File: src/rtl/uart_cmd_parser_if.sv
// Handshake bundle between the UART receiver, the command parser and the SD command engine.
// master = the surrounding system (UART + SD engine); slave = the parser.
interface uart_cmd_parser_if;
  logic [7:0]  rx_data;
  logic        rx_valid;
  logic        rx_ack;
  logic [5:0]  cmd_index;
  logic [31:0] cmd_arg;
  logic        cmd_valid;
  logic        cmd_ready;
  logic        err_pulse;
  logic [1:0]  err_code;
  logic        busy;

  modport master (
    output rx_data, rx_valid, cmd_ready,
    input  rx_ack, cmd_index, cmd_arg, cmd_valid, err_pulse, err_code, busy
  );

  modport slave (
    input  rx_data, rx_valid, cmd_ready,
    output rx_ack, cmd_index, cmd_arg, cmd_valid, err_pulse, err_code, busy
  );
endinterface

File: src/rtl/uart_cmd_parser.sv
// Pulls bytes from the UART, assembles 7-byte host frames (sync, cmd, 4 arg bytes, xor checksum)
// into SD commands, and reports framing errors and inter-byte timeouts.
module uart_cmd_parser #(
  parameter logic [7:0] SYNC_BYTE = 8'hA5,
  parameter int         TIMEOUT   = 500000,
  parameter int         TW        = 19
) (
  input logic              ex_clk,
  input logic              reset,
  uart_cmd_parser_if.slave bus
);

  typedef enum logic [2:0] {
    S_IDLE,
    S_CMD,
    S_ARG,
    S_CHK,
    S_OUT
  } state_t;

  typedef enum logic [1:0] {
    E_CHECKSUM = 2'd0,
    E_PREFIX   = 2'd1,
    E_TIMEOUT  = 2'd2
  } err_t;

  localparam logic [TW-1:0] TO_LAST = TW'(TIMEOUT - 1);

  state_t        state;
  logic          ack_pending;
  logic [1:0]    byte_cnt;
  logic [TW-1:0] to_cnt;
  logic [7:0]    chk;
  logic          take;
  logic          in_frame;
  logic          expired;

  // The UART clears rx_valid on its slower clock, so a byte stays visible for a few
  // cycles after we ack it; ack_pending blocks a second read until rx_valid drops.
  assign take     = bus.rx_valid & ~ack_pending & (state != S_OUT);
  assign in_frame = (state == S_CMD) || (state == S_ARG) || (state == S_CHK);
  assign expired  = in_frame && !take && (to_cnt == TO_LAST);

  // NOTE: every register here is assigned non-blocking so all updates see pre-edge values.
  always_ff @(posedge ex_clk or negedge reset) begin
    if (!reset) begin
      state         <= S_IDLE;
      ack_pending   <= 1'b0;
      byte_cnt      <= '0;
      to_cnt        <= '0;
      chk           <= '0;
      bus.rx_ack    <= 1'b0;
      bus.cmd_index <= '0;
      bus.cmd_arg   <= '0;
      bus.cmd_valid <= 1'b0;
      bus.err_pulse <= 1'b0;
      bus.err_code  <= '0;
      bus.busy      <= 1'b0;
    end else begin
      bus.rx_ack    <= take;
      bus.err_pulse <= 1'b0;

      if (!bus.rx_valid)
        ack_pending <= 1'b0;
      else if (take)
        ack_pending <= 1'b1;

      if (in_frame && !take && !expired)
        to_cnt <= to_cnt + 1'b1;
      else
        to_cnt <= '0;

      if (expired) begin
        state         <= S_IDLE;
        bus.busy      <= 1'b0;
        bus.err_pulse <= 1'b1;
        bus.err_code  <= E_TIMEOUT;
      end else begin
        case (state)
          S_IDLE: begin
            if (take && bus.rx_data == SYNC_BYTE) begin
              state    <= S_CMD;
              bus.busy <= 1'b1;
            end
          end

          S_CMD: begin
            if (take) begin
              if (bus.rx_data[7:6] != 2'b01) begin
                state         <= S_IDLE;
                bus.busy      <= 1'b0;
                bus.err_pulse <= 1'b1;
                bus.err_code  <= E_PREFIX;
              end else begin
                bus.cmd_index <= bus.rx_data[5:0];
                chk           <= bus.rx_data;
                byte_cnt      <= 2'd3;
                state         <= S_ARG;
              end
            end
          end

          S_ARG: begin
            if (take) begin
              bus.cmd_arg <= {bus.cmd_arg[23:0], bus.rx_data};
              chk         <= chk ^ bus.rx_data;
              if (byte_cnt == 2'd0)
                state <= S_CHK;
              else
                byte_cnt <= byte_cnt - 2'd1;
            end
          end

          S_CHK: begin
            if (take) begin
              if (bus.rx_data == chk) begin
                bus.cmd_valid <= 1'b1;
                state         <= S_OUT;
              end else begin
                state         <= S_IDLE;
                bus.busy      <= 1'b0;
                bus.err_pulse <= 1'b1;
                bus.err_code  <= E_CHECKSUM;
              end
            end
          end

          S_OUT: begin
            if (bus.cmd_valid && bus.cmd_ready) begin
              bus.cmd_valid <= 1'b0;
              state         <= S_IDLE;
              bus.busy      <= 1'b0;
            end
          end

          default: begin
            state    <= S_IDLE;
            bus.busy <= 1'b0;
          end
        endcase
      end
    end
  end

endmodule

File: src/flat_wrapper.sv
// flat-port wrapper written by rule: the top's interface ports become plain ports
module uart_cmd_parser_flat 
#(
  parameter logic [7:0] SYNC_BYTE = 8'hA5,
  parameter int         TIMEOUT   = 500000,
  parameter int         TW        = 19
)
  (ex_clk, reset, bus_rx_data, bus_rx_valid, bus_cmd_ready, bus_rx_ack, bus_cmd_index, bus_cmd_arg, bus_cmd_valid, bus_err_pulse, bus_err_code, bus_busy);
  uart_cmd_parser_if bus_i ();
  input logic ex_clk;
  input logic reset;
  input wire logic [$bits(bus_i.rx_data)-1:0] bus_rx_data;
  input wire logic [$bits(bus_i.rx_valid)-1:0] bus_rx_valid;
  input wire logic [$bits(bus_i.cmd_ready)-1:0] bus_cmd_ready;
  output wire logic [$bits(bus_i.rx_ack)-1:0] bus_rx_ack;
  output wire logic [$bits(bus_i.cmd_index)-1:0] bus_cmd_index;
  output wire logic [$bits(bus_i.cmd_arg)-1:0] bus_cmd_arg;
  output wire logic [$bits(bus_i.cmd_valid)-1:0] bus_cmd_valid;
  output wire logic [$bits(bus_i.err_pulse)-1:0] bus_err_pulse;
  output wire logic [$bits(bus_i.err_code)-1:0] bus_err_code;
  output wire logic [$bits(bus_i.busy)-1:0] bus_busy;
  assign bus_i.rx_data = bus_rx_data;
  assign bus_i.rx_valid = bus_rx_valid;
  assign bus_i.cmd_ready = bus_cmd_ready;
  assign bus_rx_ack = bus_i.rx_ack;
  assign bus_cmd_index = bus_i.cmd_index;
  assign bus_cmd_arg = bus_i.cmd_arg;
  assign bus_cmd_valid = bus_i.cmd_valid;
  assign bus_err_pulse = bus_i.err_pulse;
  assign bus_err_code = bus_i.err_code;
  assign bus_busy = bus_i.busy;
  uart_cmd_parser #(.SYNC_BYTE(SYNC_BYTE), .TIMEOUT(TIMEOUT), .TW(TW)) u_core (.ex_clk(ex_clk), .reset(reset), .bus(bus_i));
endmodule
File: config.mk
export PLATFORM = sky130hd
export DESIGN_NAME = uart_cmd_parser_flat
export DESIGN_NICKNAME = d
export VERILOG_FILES = /design/src/rtl/uart_cmd_parser_if.sv /design/src/rtl/uart_cmd_parser.sv /design/src/flat_wrapper.sv
export SDC_FILE = /design/constraint.sdc
export NUM_CORES = 1
export LEC_CHECK = 0
export CORE_ASPECT_RATIO = 0.8
export CORE_MARGIN = 2
export CORE_UTILIZATION = 48
export CTS_CLUSTER_SIZE = 20
export DETAILED_ROUTE_END_ITERATION = 16
export PLACE_DENSITY = 0.87
export SLEW_MARGIN = 25
export SYNTH_ARGS = -nofsm -noshare
export SYNTH_HDL_FRONTEND = slang
export SYNTH_SLANG_ARGS = --single-unit
File: constraint.sdc
create_clock -name ex_clk -period 1.7 [get_ports ex_clk]
set_input_delay 0.255 -clock ex_clk [delete_from_list [all_inputs] [get_ports ex_clk]]
set_output_delay 0.255 -clock ex_clk [all_outputs]
set_load 0.05 [all_outputs]
# After elaboration in Yosys (flattened, before gate mapping)
# Cells that the tools add are included.
word_totals:
  register_bits: 77
  in_bits: 12
  out_inout_bits: 44
  wordCells: 113
classes:
  n_addsub: 2
  eq_ne: 26
  mux: 45
  n_bitwise: 6
  reduce_logical: 22
op_table:
  columns: ["operator", "n"]
  rows:
  - ["$mux W3", 8]
  - ["$mux W8", 3]
  - ["$mux W2", 10]
  - ["$add A19 B1 Y19 const B", 1]
  - ["$eq A19 B19 Y1 const B", 1]
  - ["$mux W19", 1]
  - ["$mux W1", 16]
  - ["$pmux W8 S2", 1]
  - ["$ne A3 B1 Y1 const B", 5]
  - ["$pmux W3 S5", 1]
  - ["$reduce_and A5 Y1", 3]
  - ["$ne A2 B1 Y1 const B", 7]
  - ["$reduce_and A6 Y1", 2]
  - ["$ne A3 B2 Y1 const B", 3]
  - ["$eq A8 B8 Y1", 1]
  - ["$eq A8 B8 Y1 const B", 1]
  - ["$pmux W2 S2", 2]
  - ["$xor A8 B8 Y8", 1]
  - ["$reduce_and A7 Y1", 1]
  - ["$eq A3 B2 Y1 const B", 2]
  - ["$ne A2 B2 Y1 const B", 3]
  - ["$logic_and A1 B1 Y1", 5]
  - ["$pmux W1 S5", 1]
  - ["$pmux W1 S2", 2]
  - ["other kinds (14)", 20]

# Logic depth before layout (Yosys ltp)
# Gate-level depths: netlist of the first run.
logic_depth:
  word_depth: 9
  depth_mapped: 7
  mapped_depth_nobuf: 6

# Worst setup path after synthesis of the first run
# OpenSTA, ideal clock, no wires.
synth_timing:
  path_type: "reg-to-reg"
  start: "reg u_core.state[0]"
  end: "reg u_core.bus.cmd_arg[8]"
  setup_ns: 0.128
  t_arrival_ns: 1.679
  t_required_ns: 1.572
  setup_slack_ns: -0.107
  stages_incl_launch_ff: 7
  path_buffers: 3
  synth_period_minus_slack_ns: 1.807
  path_cell_list: "dfrtp_1 -> buf_4 -> nor3b_2 -> and3_1 -> buf_2 -> buf_6 -> mux2_1"
synth_via:
  elab_chain_cells: 7
  word_cells_on_any_way: 12
  classes_between: "eq/ne (4); bitwise (2); reduce/logical (6)"
synth_lines:
  columns: ["item", "line_no", "rtl"]
  rows:
  - ["start: declaration", "uart_cmd_parser.sv:29", "state_t state;"]
  - ["start signal: assignment", "uart_cmd_parser.sv:47", "state <= S_IDLE;"]
  - ["start signal: assignment", "uart_cmd_parser.sv:74", "state <= S_IDLE;"]
  - ["start signal: assignment", "uart_cmd_parser.sv:82", "state <= S_CMD;"]
  - ["$ne A3 B3 Y1 (tied with other cells)", "uart_cmd_parser.sv:40", "assign take = bus.rx_valid & ~ack_pending & (state != S_OUT);"]
  - ["$and A1 B1 Y1 or $logic_or A1 B1 Y1 (tied branches)", "uart_cmd_parser.sv:40, uart_cmd_parser.sv:41", null]
  - ["$logic_not A1 Y1 or $logic_or A1 B1 Y1 (tied branches)", "uart_cmd_parser.sv:42, uart_cmd_parser.sv:41", null]
  - ["$logic_and A1 B1 Y1 (2 in series)", "uart_cmd_parser.sv:42", "assign expired = in_frame && !take && (to_cnt == TO_LAST);"]
  - ["$not A1 Y1 (no line)", null, null]
  - ["$reduce_and A3 Y1 (no line) (*)", null, null]
  - ["end signal: assignment", "uart_cmd_parser.sv:105", "bus.cmd_arg <= {bus.cmd_arg[23:0], bus.rx_data};"]
  - ["end: declaration", "uart_cmd_parser_if.sv:22", "output rx_ack, cmd_index, cmd_arg, cmd_valid, err_pulse, err_code, busy"]
# Mark *: on every way between the ends. The rest lies on a longest branch, timed or not.
# A chain may end at the register's enable or synchronous reset.

# Worst setup path in the final report of the first run
# Ends and elaborated chain as after synthesis.

==> results.md, run 1 <==
* Max Fclk at 567 MHz
* Share of cells above drive strength 1 at 0.435
* Seq. cell area at 1930 µm²
* Gr usage total at 0.215
* Crit path launch type: flop
* Worst slew margin at 0.735
* Cell area after synthesis at 3500 µm²
* CTS tree: yes
* Cell count after synthesis at 298
* ANT nets after route at 0
* Crit path DAT at 2.01 ns
* Tightest Pin Transition at 0.398 ns
* Die W at 99.5 µm
* Final Non-Filler Cells at 510
* DRT iter0 DRCs at 166
* Final nets at 432
* Layout Skew at 0.00783 ns
* Post-Place Cells at 487
* Multi-input gate area at 1670 µm²
* Yosys reg bits at 77
* Final setup violation count at 35
* Synth-to-Final Area Change at 42.0%
* First-pass GRT wire length at 13100 µm
* IO Pins at 56
* R2r setup slk at -0.06 ns
* Mapped Nets at 312
* Clk Latency, worst-skew pair at 0.37 ns
* Period minus WS final at 1.76 ns
* Critical-path top delay cell: dfrtp_1
* Site row count at 27
* Largest area contributor in the netlist: dfrtp_1
* Routability Congestion at 0.865
* P per Cell Area at 1530 nW/µm²
* Crit. Startpoint: u_core.state[0]$_DFFE_PN0P_
* Hold Violations, Final at 0
* CP Class: flop to flop
* R2R depth at 5
* Syn_area_per_cell at 11.8 µm²
* Via count at 2760
* Status: finished, violations left
* IO Port Bufs at 55
* Initial antenna violation count at 0
* Failing checks: setup timing
* Total core area at 6960 µm²
* Post-route worst setup slack at -0.0623 ns
* FF-to-FF Start: u_core.state[0]$_DFFE_PN0P_
* Initial Util at 0.503
* CTS root buf: clkbuf_8
* Number of flops mapped to enable cells by yosys at 0
* Yosys cell types at 42
* Buf+Inv Stages, Crit Path at 2
* Most numerous cell in the Yosys netlist: dfrtp_1
* CTS buffer count at 9
* Critical path cell sequence: buf_4, nor3b_4, and3_4, buf_12, mux2_1
* Async SR Flop Fraction at 1.00
* Fin. max-slew vios at 0
* Worst setup endpoint: u_core.bus.cmd_arg[8]$_DFFE_PN0P_
* Hpwl dp at 5510 µm
* Grt ovf at 0
* Final core occ at 0.715
* Worst Path Required at 1.95 ns
* Drt pass-1 iters at 4
* Top cells by area, synth: dfrtp_1 (55%), mux2_1 (10%), xor2_1 (3.3%), mux2_2 (2.9%), xnor2_1 (2.7%)
* Top delay family on crit path: simple AND/OR/NAND/NOR gates
* Max clock buf depth at 2
* H-tree levels at 3
* Drt total wl at 8620 µm
* Reg clk slew, reported paths at 0.08 ns
* Slowest Stage Delay on Critical Path at 0.43 ns
* Sequential-to-total area share from yosys stat at 0.550
* Number of warnings issued by yosys at 0
* Unrepaired setup endpoints after global routing: true
* Setup TNS at -1.40 ns
* Hold/Removal Path Class: primary input to async pin
* Fillers at 449
* Top post-synthesis cells by count: dfrtp_1 (77), mux2_1 (32), nor2_1 (23), a21oi_1 (19), nand3_1 (17)
* Wire length per cell at 16.9 µm
* CTS sink cnt at 77
* Vias in the first global route at 2695
* Largest net degree at the start of global routing at 78
* Max-Cap Viols at 0
* Pre-CTS setup slack at -0.538 ns
* Die Y at 80.4 µm
* Diode count at 0
* DRC viols at 0
* Post-synth top area share at 0.550
* Worst-path maximum fanout at 8
* Reg2reg end: u_core.bus.cmd_arg[8]$_DFFE_PN0P_
* Final period utilization at 1.04
* DIE AREA at 8000 µm²
* Via density at 5.41
* Peak VDD IR at 1030 µV
* Ys flop type: dfrtp_1
* CP Depth at 5
* Leakage power at 2.36 nW
* Critical Path Sink Type: flop
cell families after synthesis:
kind of cell	after synthesis	synth area share
flops	77	0.550
simple gates	96	0.150
fa+ha+maj	2	0.00714
xor+xnor	24	0.0600
mux	41	0.132
buf+inv	20	0.0318
compound gates	38	0.0689
stage by stage:
stage               power (mW)  cell area (µm²)  hold slack, ns
finish                    7.63             4970           0.435
global route              7.99             4970           0.448
CTS                       7.50             4820           0.415
detailed placement        6.00             4570           0.307
global placement          5.87             4570           0.305
floorplan                 4.86             3640         -0.0406
placed cells by master (no fill, tap or decap), types with 8 or more instances in the layout:
master,netlist,routed
o21ai_0,12,10
clkbuf_8,0,9
nand2_1,13,12
inv_1,11,11
xor2_1,13,13
mux2_2,9,8
a21oi_1,19,19
mux2_4,0,31
xnor2_1,11,11
buf_4,3,98
nor2_1,23,23
nand3_1,17,15
dfrtp_1,77,76
registers in the layout, indices dropped and copies added, names as in the netlist:
name                  count
u_core.ack_pending        1
u_core.bus.busy           1
u_core.bus.cmd_arg       32
u_core.bus.cmd_index      6
u_core.bus.cmd_valid      1
u_core.bus.err_code       2
u_core.bus.err_pulse      1
u_core.bus.rx_ack         1
u_core.byte_cnt           2
u_core.chk                8
u_core.state              3
u_core.to_cnt            19
where the power goes:
group	switching, mW	internal (mW)	total, mW
combinational	2.04	1.43	3.46
clock	0.741	0.701	1.44
sequential	0.411	2.31	2.72
final cells by class:
cell class	count	area share
Sequential cell	77	0.388
Inverter	11	0.00830
Multi-Input combinational cell	201	0.337
Clock inverter	7	0.0158
Clock buffer	9	0.0249
Tap cell	87	0.0219
Timing Repair Buffer	118	0.205
timing repair:
action / 4_1_cts / 5_1_grt
endpoints found under the hold margin: 77 / 0
hold buffers: 1 / 0
setup buffers: 2 / 1
resized for setup: 9 / 17
setup endpoints to repair: 11 / 66
cloned: 0 / 3
pin swaps: 8 / 4
worst min-delay path by stage:
stage                         from                             endpoint  slack, ns  cells after the start
detailed placement           reset   u_core.bus.err_code[1]$_DFFE_PN0P_       0.31                      2
global route        bus_rx_data[0]  u_core.bus.cmd_index[0]$_DFFE_PN0P_       0.45                      3
CTS                 bus_rx_data[0]  u_core.bus.cmd_index[0]$_DFFE_PN0P_       0.42                      3
global placement             reset       u_core.bus.err_pulse$_DFF_PN0_       0.31                      2
floorplan                    reset       u_core.ack_pending$_DFFE_PN0P_      -0.04                      0
finish                       reset       u_core.bus.err_pulse$_DFF_PN0_       0.44                      3
per-layer routing:
layer | share of wire | GRT usage | vias up
met5 | 0 | 0 | -
met4 | 0.028 | 0.0877 | 0
met1 | 0.43 | 0.281 | 1358
li1 | - | - | 1287
met2 | 0.49 | 0.328 | 91
met3 | 0.047 | 0.0740 | 24
worst register-to-register path: stages (launching register included):
cell and delay, ns:
dfrtp_1 0.43, buf_4 0.19, nor3b_4 0.23, and3_4 0.31, buf_12 0.15, mux2_1 0.33
(Power assumes the default switching activity.)
==> run 2, diff against run 1 <==
PLACE_DENSITY = default   (was 0.87)
PLACE_DENSITY_LB_ADDON = 0.3   (was default)
==> run 2 against run 1 <==
The flow still finishes with violations (setup timing). Clock skew increased by 0.0026 ns. Power increased by 1.9%. Routed wire length increased by 1.5%. Combinational power increased by 4%. Maximum frequency decreased by 2.0%. First-iteration DRC count decreased by 31%. Design area increased by 3.8%. Critical endpoint is now u_core.bus.cmd_arg[15]$_DFFE_PN0P_.
==> results.md, run 2 (synthesis gave the netlist of run 1 again) <==
* Setup TNS at -2.87 ns (-1.48 ns)
* Final Non-Filler Cells at 517 (+1.4%)
* Unrepaired setup endpoints after global routing: true
* Fillers at 465 (+3.6%)
* Min-delay src: bus_rx_data[2]
* DRC viols at 0 (unchanged)
* Max Fclk at 556 MHz (-2.0%)
* CP Class: flop to flop
* Via count at 2788 (+1.0%)
* Largest net degree at the start of global routing at 35 (-55%)
* CTS tree: yes
* Hold/Removal Path Class: primary input to flop
* Reg2reg end: u_core.bus.cmd_arg[15]$_DFFE_PN0P_
* Period minus WS final at 1.80 ns (+0.0361 ns)
* Wire length per cell at 16.9 µm (+0.12%)
* WHS Path Cells at 3
* H-tree levels at 3 (unchanged)
* Slowest Stage Delay on Critical Path at 0.46 ns (+0.03 ns)
* FF-to-FF Start: u_core.state[2]$_DFFE_PN0P_
* Grt ovf at 0 (unchanged)
* Post-route worst setup slack at -0.0984 ns (-0.0361 ns)
* Gr usage total at 0.209 (-0.00550)
* First-pass GRT wire length at 12800 µm (-2.6%)
* Post-Place Cells at 484 (-0.62%)
* P per Cell Area at 1500 nW/µm² (-1.9%)
* Initial antenna violation count at 0 (unchanged)
* Max reg flops at 32 (unchanged)
* Critical-path top delay cell: dfrtp_2
* Hpwl dp at 5670 µm (+2.9%)
* Synth-to-Final Area Change at 47.4%
* Crit path launch type: flop
* Diode count at 0 (unchanged)
* Total core area at 6960 µm² (unchanged)
* Drt total wl at 8750 µm (+1.5%)
* Critical path cell sequence: buf_6, nor3b_4, and3_4, clkbuf_16, mux2_4
* Reg clk slew, reported paths at 0.08 ns (about the same)
* Final nets at 439 (+1.6%)
* Sink of the worst hold path: u_core.bus.cmd_arg[2]$_DFFE_PN0P_
* Fin. max-slew vios at 0 (unchanged)
* Die Y at 80.4 µm (unchanged)
* Top delay family on crit path: simple AND/OR/NAND/NOR gates
* Seq. cell area at 1930 µm² (unchanged)
* DIE AREA at 8000 µm² (unchanged)
* IO Port Bufs at 55 (unchanged)
* Peak VDD IR at 1200 µV (+17%)
* Drt pass-1 iters at 4 (unchanged)
* Site row count at 27 (unchanged)
* Worst slew margin at 0.739 (+0.00431)
* Initial Util at 0.503 (unchanged)
* Hold Violations, Final at 0 (unchanged)
* Layout Skew at 0.0104 ns (+0.00256 ns)
* Worst Path Required at 1.95 ns (about the same)
* R2r setup slk at -0.1 ns (-0.04 ns)
* Routability Congestion at 0.968 (+12%)
* Vias in the first global route at 2568 (-4.7%)
* Via density at 5.39 (-0.35%)
* Failing checks: setup timing
* Clk Latency, worst-skew pair at 0.36 ns (about the same)
* Max-Cap Viols at 0 (unchanged)
* Regs by FF count: u_core.bus.cmd_arg (32), u_core.to_cnt (19), u_core.chk (8)
* Leakage power at 2.46 nW (+3.8%)
* CTS sink cnt at 77 (unchanged)
* Final period utilization at 1.06 (+0.0212)
* CTS buffer count at 9 (unchanged)
* Commonest non-fill, non-tap cell in the layout: buf_4
* Biggest register: u_core.bus.cmd_arg
* Max clock buf depth at 2 (unchanged)
* ANT nets after route at 0 (unchanged)
* IO Pins at 56 (unchanged)
* CTS root buf: clkbuf_8
* Buf+Inv Stages, Crit Path at 2 (unchanged)
* Total power at 7.77 mW (+1.9%)
* Die W at 99.5 µm (unchanged)
* Crit path DAT at 2.04 ns (+0.03 ns)
* R2R depth at 5 (unchanged)
* Tightest Pin Transition at 0.391 ns (-0.00646 ns)
* Multi-input gate area at 1770 µm² (+5.5%)
* Highest-count cells in the layout ignoring fill and taps: buf_4 (100), dfrtp_1 (76), mux2_4 (35)
* Share of cells above drive strength 1 at 0.477 (+0.0418)
* Final setup violation count at 43 (+23%)
* DRT iter0 DRCs at 115 (-31%)
* Pre-CTS setup slack at -0.536 ns (+0.00153 ns)
* Status: finished, violations left
* Worst-path maximum fanout at 6 (-2)
* Critical Path Sink Type: flop
[run 2: changes by cell type in the layout (fill, tap and decap cells not counted), sizes merged]
cell	before	now
buf	104	110
dlygate4sd2	3	0
dlymetal6s2s	0	3
clkbuf	12	13
clkinv	1	2
inv	16	15
[run 2: power by group]
part / internal [mW] / total, mW / switching (mW)
Combinational: 1.53 / 3.60 / 2.06
Clock: 0.698 / 1.42 / 0.726
Sequential: 2.31 / 2.75 / 0.440
[run 2: per-layer routing]
layer,part of all wire,GRT usage
met1,0.45,0.287
met3,0.052,0.0618
met2,0.48,0.320
met4,0.012,0.0712
met5,0,0
[run 2: area by class of cell]
cell class,count,area share
clock inverters,7,0.0153
inverters,11,0.00800
clock buffers,9,0.0240
flip-flops and latches,77,0.373
multi-input cells,201,0.342
repair buffers,125,0.216
well taps,87,0.0211
[run 2: what timing repair did]
action,CTS,global route
gates cloned,0,5
resized for setup,8,41
setup buffers,5,6
hold buffers,1,0
endpoints found under the hold margin,26,0
pin swaps,10,20
endpoints found under the setup margin,32,56
[run 2: worst reg2reg max path: stages, from the launching register on]
cell and delay [ns]:
dfrtp_2 0.46, buf_6 0.14, nor3b_4 0.25, and3_4 0.35, clkbuf_16 0.20, mux2_4 0.30
[run 2: how the worst max path moves through the flow]
stage                                      from                            endpoint  slack (ns)  cells after the start
global route        u_core.to_cnt[15]$_DFF_PN0_  u_core.bus.err_code[0]$_DFFE_PN0P_       -0.18                      5
CTS                 u_core.to_cnt[16]$_DFF_PN0_         u_core.state[1]$_DFFE_PN0P_       -0.05                      5
detailed placement               bus_rx_data[0]         u_core.state[1]$_DFFE_PN0P_       -0.54                      6
floorplan           u_core.to_cnt[15]$_DFF_PN0_         u_core.state[1]$_DFFE_PN0P_       -0.05                      5
finish              u_core.state[2]$_DFFE_PN0P_  u_core.bus.cmd_arg[15]$_DFFE_PN0P_        -0.1                      5
global placement                 bus_rx_data[0]         u_core.state[1]$_DFFE_PN0P_       -0.52                      6
[run 2: through the flow]
| stage | cell area (µm²) | util | hold slack (ns) |
|---|---|---|---|
| finish | 5160 | 0.742 | 0.343 |
| global route | 5160 | 0.742 | 0.321 |
| CTS | 4830 | 0.694 | 0.357 |
| detailed placement | 4550 | 0.653 | 0.202 |
| global placement | 4550 | 0.653 | 0.202 |
| floorplan | 3640 | - | -0.0406 |
==> run 3, diff against run 2 <==
ABC_AREA = 1   (was default)
CORE_UTILIZATION = 49   (was 48)
SKIP_LAST_GASP = 1   (was default)
==> run 3 against run 2 <==
The run now ends clean. Clock power fell by 9%. Non-clock buffer count fell by 33. Global-route usage rose by 0.48 points. Core utilization fell by 8.2 points. Design area fell by 4.6%. Via count rose by 18%. Die area rose by 6.5%. Synthesized cell count rose by 53%. Synthesized area rose by 9.1%. Largest power group unchanged. Critical path type unchanged. Sequential power rose by 4%.
==> results.md, run 3 <==
* Ys flop type: dfrtp_1
* Regs by FF count: u_core.bus.cmd_arg (32), u_core.to_cnt (19), u_core.chk (8)
* Placed cell areas at 4600 µm² (+1.1%)
* P per Cell Area at 1680 nW/µm² (+12%)
* Number of warnings issued by yosys at 0 (unchanged)
* DRC viols at 0 (unchanged)
* First-pass GRT wire length at 14600 µm (+14%)
* Gr usage total at 0.214 (+0.00477)
* IO Port Bufs at 55 (unchanged)
* Status: finished, final reports clean
* Yosys reg bits at 77 (unchanged)
* Critical-path top delay cell: dfrtp_1
* Total core area at 7460 µm² (+7.2%)
* Unrepaired setup endpoints after global routing: true
* Drt total wl at 8750 µm (about the same)
* Worst slew margin at 0.718 (-0.0215)
* Max Fclk at 593 MHz (+6.7%)
* Max clock buf depth at 2 (unchanged)
* Switching Power at 3.98 mW (+23%)
* Hpwl dp at 6390 µm (+13%)
* Largest area contributor in the netlist: dfrtp_1
* R2R depth at 10 (+5)
* IO Pins at 56 (unchanged)
* Max reg flops at 32 (unchanged)
* Number of flops mapped to enable cells by yosys at 0 (unchanged)
* DRT iter0 DRCs at 214 (+86%)
* Worst-path maximum fanout at 5 (-1)
* Critical Path Sink Type: flop
* Clk Latency, worst-skew pair at 0.35 ns (about the same)
* CTS root buf: clkbuf_8
* Power share of the sequential group at 0.347 (-0.007)
* Slowest Stage Delay on Critical Path at 0.40 ns (-0.06 ns)
* CTS tree: yes
* Initial antenna violation count at 0 (unchanged)
* Period minus WS final at 1.69 ns (-0.113 ns)
* Commonest non-fill, non-tap cell in the layout: nand2_1
* Post-route worst setup slack at 0.0148 ns (+0.113 ns)
* Wire length per cell at 13.3 µm (-21%)
* Cell area after synthesis at 3820 µm² (+9.1%)
* Async SR Flop Fraction at 1.00 (unchanged)
* H-tree levels at 3 (unchanged)
* CP Class: flop to flop
* Yosys cell types at 38 (-9.5%)
* Fin. max-slew vios at 0 (unchanged)
* ANT nets after route at 0 (unchanged)
* Synth-to-Final Area Change at 29.0%
* Routability Congestion at 0.910 (-6.0%)
* Via count at 3303 (+18%)
* Crit. Startpoint: u_core.to_cnt[0]$_DFF_PN0_
* Drt pass-1 iters at 4 (unchanged)
* Vias in the first global route at 3174 (+24%)
* CTS sink cnt at 77 (unchanged)
* Final period utilization at 0.991 (-0.0666)
* Share of cells above drive strength 1 at 0.271 (-0.206)
* Site row count at 28 (+3.7%)
* Critical path cell sequence: ha_4, nand2_4, nor2_4, nand3_2, nor2_4, nand3_4, a21boi_4, nand2_2, nand2_1, nand2_1
* CTS buffer count at 9 (unchanged)
* Sw Share at 0.481 (+0.0650)
* Layout Skew at 0.0110 ns (+0.000566 ns)
* Final setup violation count at 0 (-100%)
* Biggest register: u_core.bus.cmd_arg
* Leakage power at 2.46 nW (about the same)
* Worst setup endpoint: u_core.state[1]$_DFFE_PN0P_
* Syn_area_per_cell at 8.40 µm² (-29%)
* Most numerous cell in the Yosys netlist: nand2_1
* FF-to-FF Start: u_core.to_cnt[0]$_DFF_PN0_
* Top post-synthesis cells by count: nand2_1 (107), dfrtp_1 (77), inv_1 (63), nor2_1 (44), o21ai_0 (30)
* Worst Path Required at 1.94 ns (about the same)
* Peak VDD IR at 863 µV (-28%)
* Crit path DAT at 1.93 ns (-0.11 ns)
* DIE AREA at 8530 µm² (+6.5%)
* Clock power frac at 0.156 (-0.027)
* Largest net degree at the start of global routing at 38 (+8.6%)
* Sequential-to-total area share from yosys stat at 0.504 (-0.0457)
* Reg clk slew, reported paths at 0.09 ns (about the same)
* Hold/Removal Path Class: primary input to async pin
* Crit path launch type: flop
* Die Y at 83.0 µm (+3.2%)
* Max-Cap Viols at 0 (unchanged)
* Grt ovf at 0 (unchanged)
* Diode count at 0 (unchanged)
* Logic pwr share at 0.497 (+0.034)
* Pre-CTS setup slack at -0.121 ns (+0.416 ns)
* Final non-filler cell area at 4930 µm² (-4.6%)
* Initial Util at 0.512 (+0.00866)
* Top cells by area, synth: dfrtp_1 (50%), nand2_1 (11%), inv_1 (6.2%), nor2_1 (4.3%), o21ai_0 (3.9%)
* Mapped Nets at 469 (+50%)
* Final nets at 563 (+28%)
* Reg2reg end: u_core.state[1]$_DFFE_PN0P_
* Via density at 5.01 (-7.1%)
* Setup TNS at 0 ns (+2.87 ns)
* R2r setup slk at 0.01 ns (+0.11 ns)
* Die W at 103 µm (+3.2%)
* Post-synth top area share at 0.504 (-0.0457)
* Hold Violations, Final at 0 (unchanged)
* Int Pwr at 4.30 mW (-5.3%)
* Tightest Pin Transition at 0.419 ns (+0.0283 ns)
* Highest-count cells in the layout ignoring fill and taps: nand2_1 (105), buf_4 (76), dfrtp_1 (76)
* Cell count after synthesis at 455 (+53%)
[run 3: logic make-up (layout without fill, tap and decap cells)]
kind of cell | after synthesis | count (layout) | synth area share
buffers and inverters | 77 | 176 | 0.0851
adders and majority gates | 2 | 2 | 0.00655
xor gates and xnor gates | 8 | 8 | 0.0183
DFF | 77 | 77 | 0.504
and+or+nand+nor | 219 | 219 | 0.274
AOI/OAI and AO/OA | 72 | 72 | 0.112
[run 3: worst min-delay path by stage]
stage          startpoint                        endpoint  cells past startpoint
2_1_floorplan       reset  u_core.ack_pending$_DFFE_PN0P_                      0
3_3_place_gp        reset     u_core.to_cnt[16]$_DFF_PN0_                      1
3_5_place_dp        reset     u_core.to_cnt[10]$_DFF_PN0_                      1
4_1_cts             reset     u_core.to_cnt[17]$_DFF_PN0_                      2
5_1_grt             reset     u_core.to_cnt[10]$_DFF_PN0_                      2
6_report            reset     u_core.to_cnt[17]$_DFF_PN0_                      2
[run 3: cell type report]
class | count | area, µm²
sequential | 77 | 1930
multi-input combinational | 301 | 1650
fill | 629 | 2530
clock buffer | 9 | 124
tap | 105 | 131
timing repair buffer | 92 | 777
inverter | 68 | 258
clock inverter | 7 | 57.6
[run 3: metrics by stage]
stage          power, mW  hold slack (ns)   util  instances
3_3_place_gp        6.79            0.161  0.616        638
2_1_floorplan       5.60          -0.0406      -        455
4_1_cts             8.24            0.331  0.645        656
3_5_place_dp        6.91            0.161  0.616        638
6_report            8.28            0.331  0.660        659
5_1_grt             8.81            0.377  0.660        659
[run 3: power groups by stage]
stage / clock network [mW] / logic [mW] / registers [mW]
2_1_floorplan: 0 / 1.29 / 4.31
6_report: 1.29 / 4.11 / 2.87
3_5_place_dp: 0 / 4.03 / 2.88
4_1_cts: 1.33 / 4.05 / 2.87
3_3_place_gp: 0 / 3.92 / 2.87
5_1_grt: 1.41 / 4.45 / 2.95
[run 3: timing repair]
item,in CTS,in global routing
resized for setup,3,19
hold buffers,1,0
setup buffers,1,2
pin swaps,3,11
cloned,0,1
endpoints found under the hold margin,18,0
endpoints found under the setup margin,16,49
[run 3: critical path, delay by kind of cell, from the launching register on]
| family | cells | cell delay, ns |
|---|---|---|
| flip-flops | 1 | 0.40 |
| AO/OA/AOI/OAI | 1 | 0.20 |
| AND/OR/NAND/NOR | 8 | 0.78 |
| adder cells (fa/ha/maj) | 1 | 0.18 |
[run 3: per-layer routing]
metal  share of wire  wire length [µm]  vias up  track usage
met3           0.057               499        9       0.0480
met2            0.46              4070      104        0.331
li1                -                 -     1643            -
met4           0.011                95        0       0.0562
met5               0                 0        -            0
met1            0.47              4090     1547        0.306
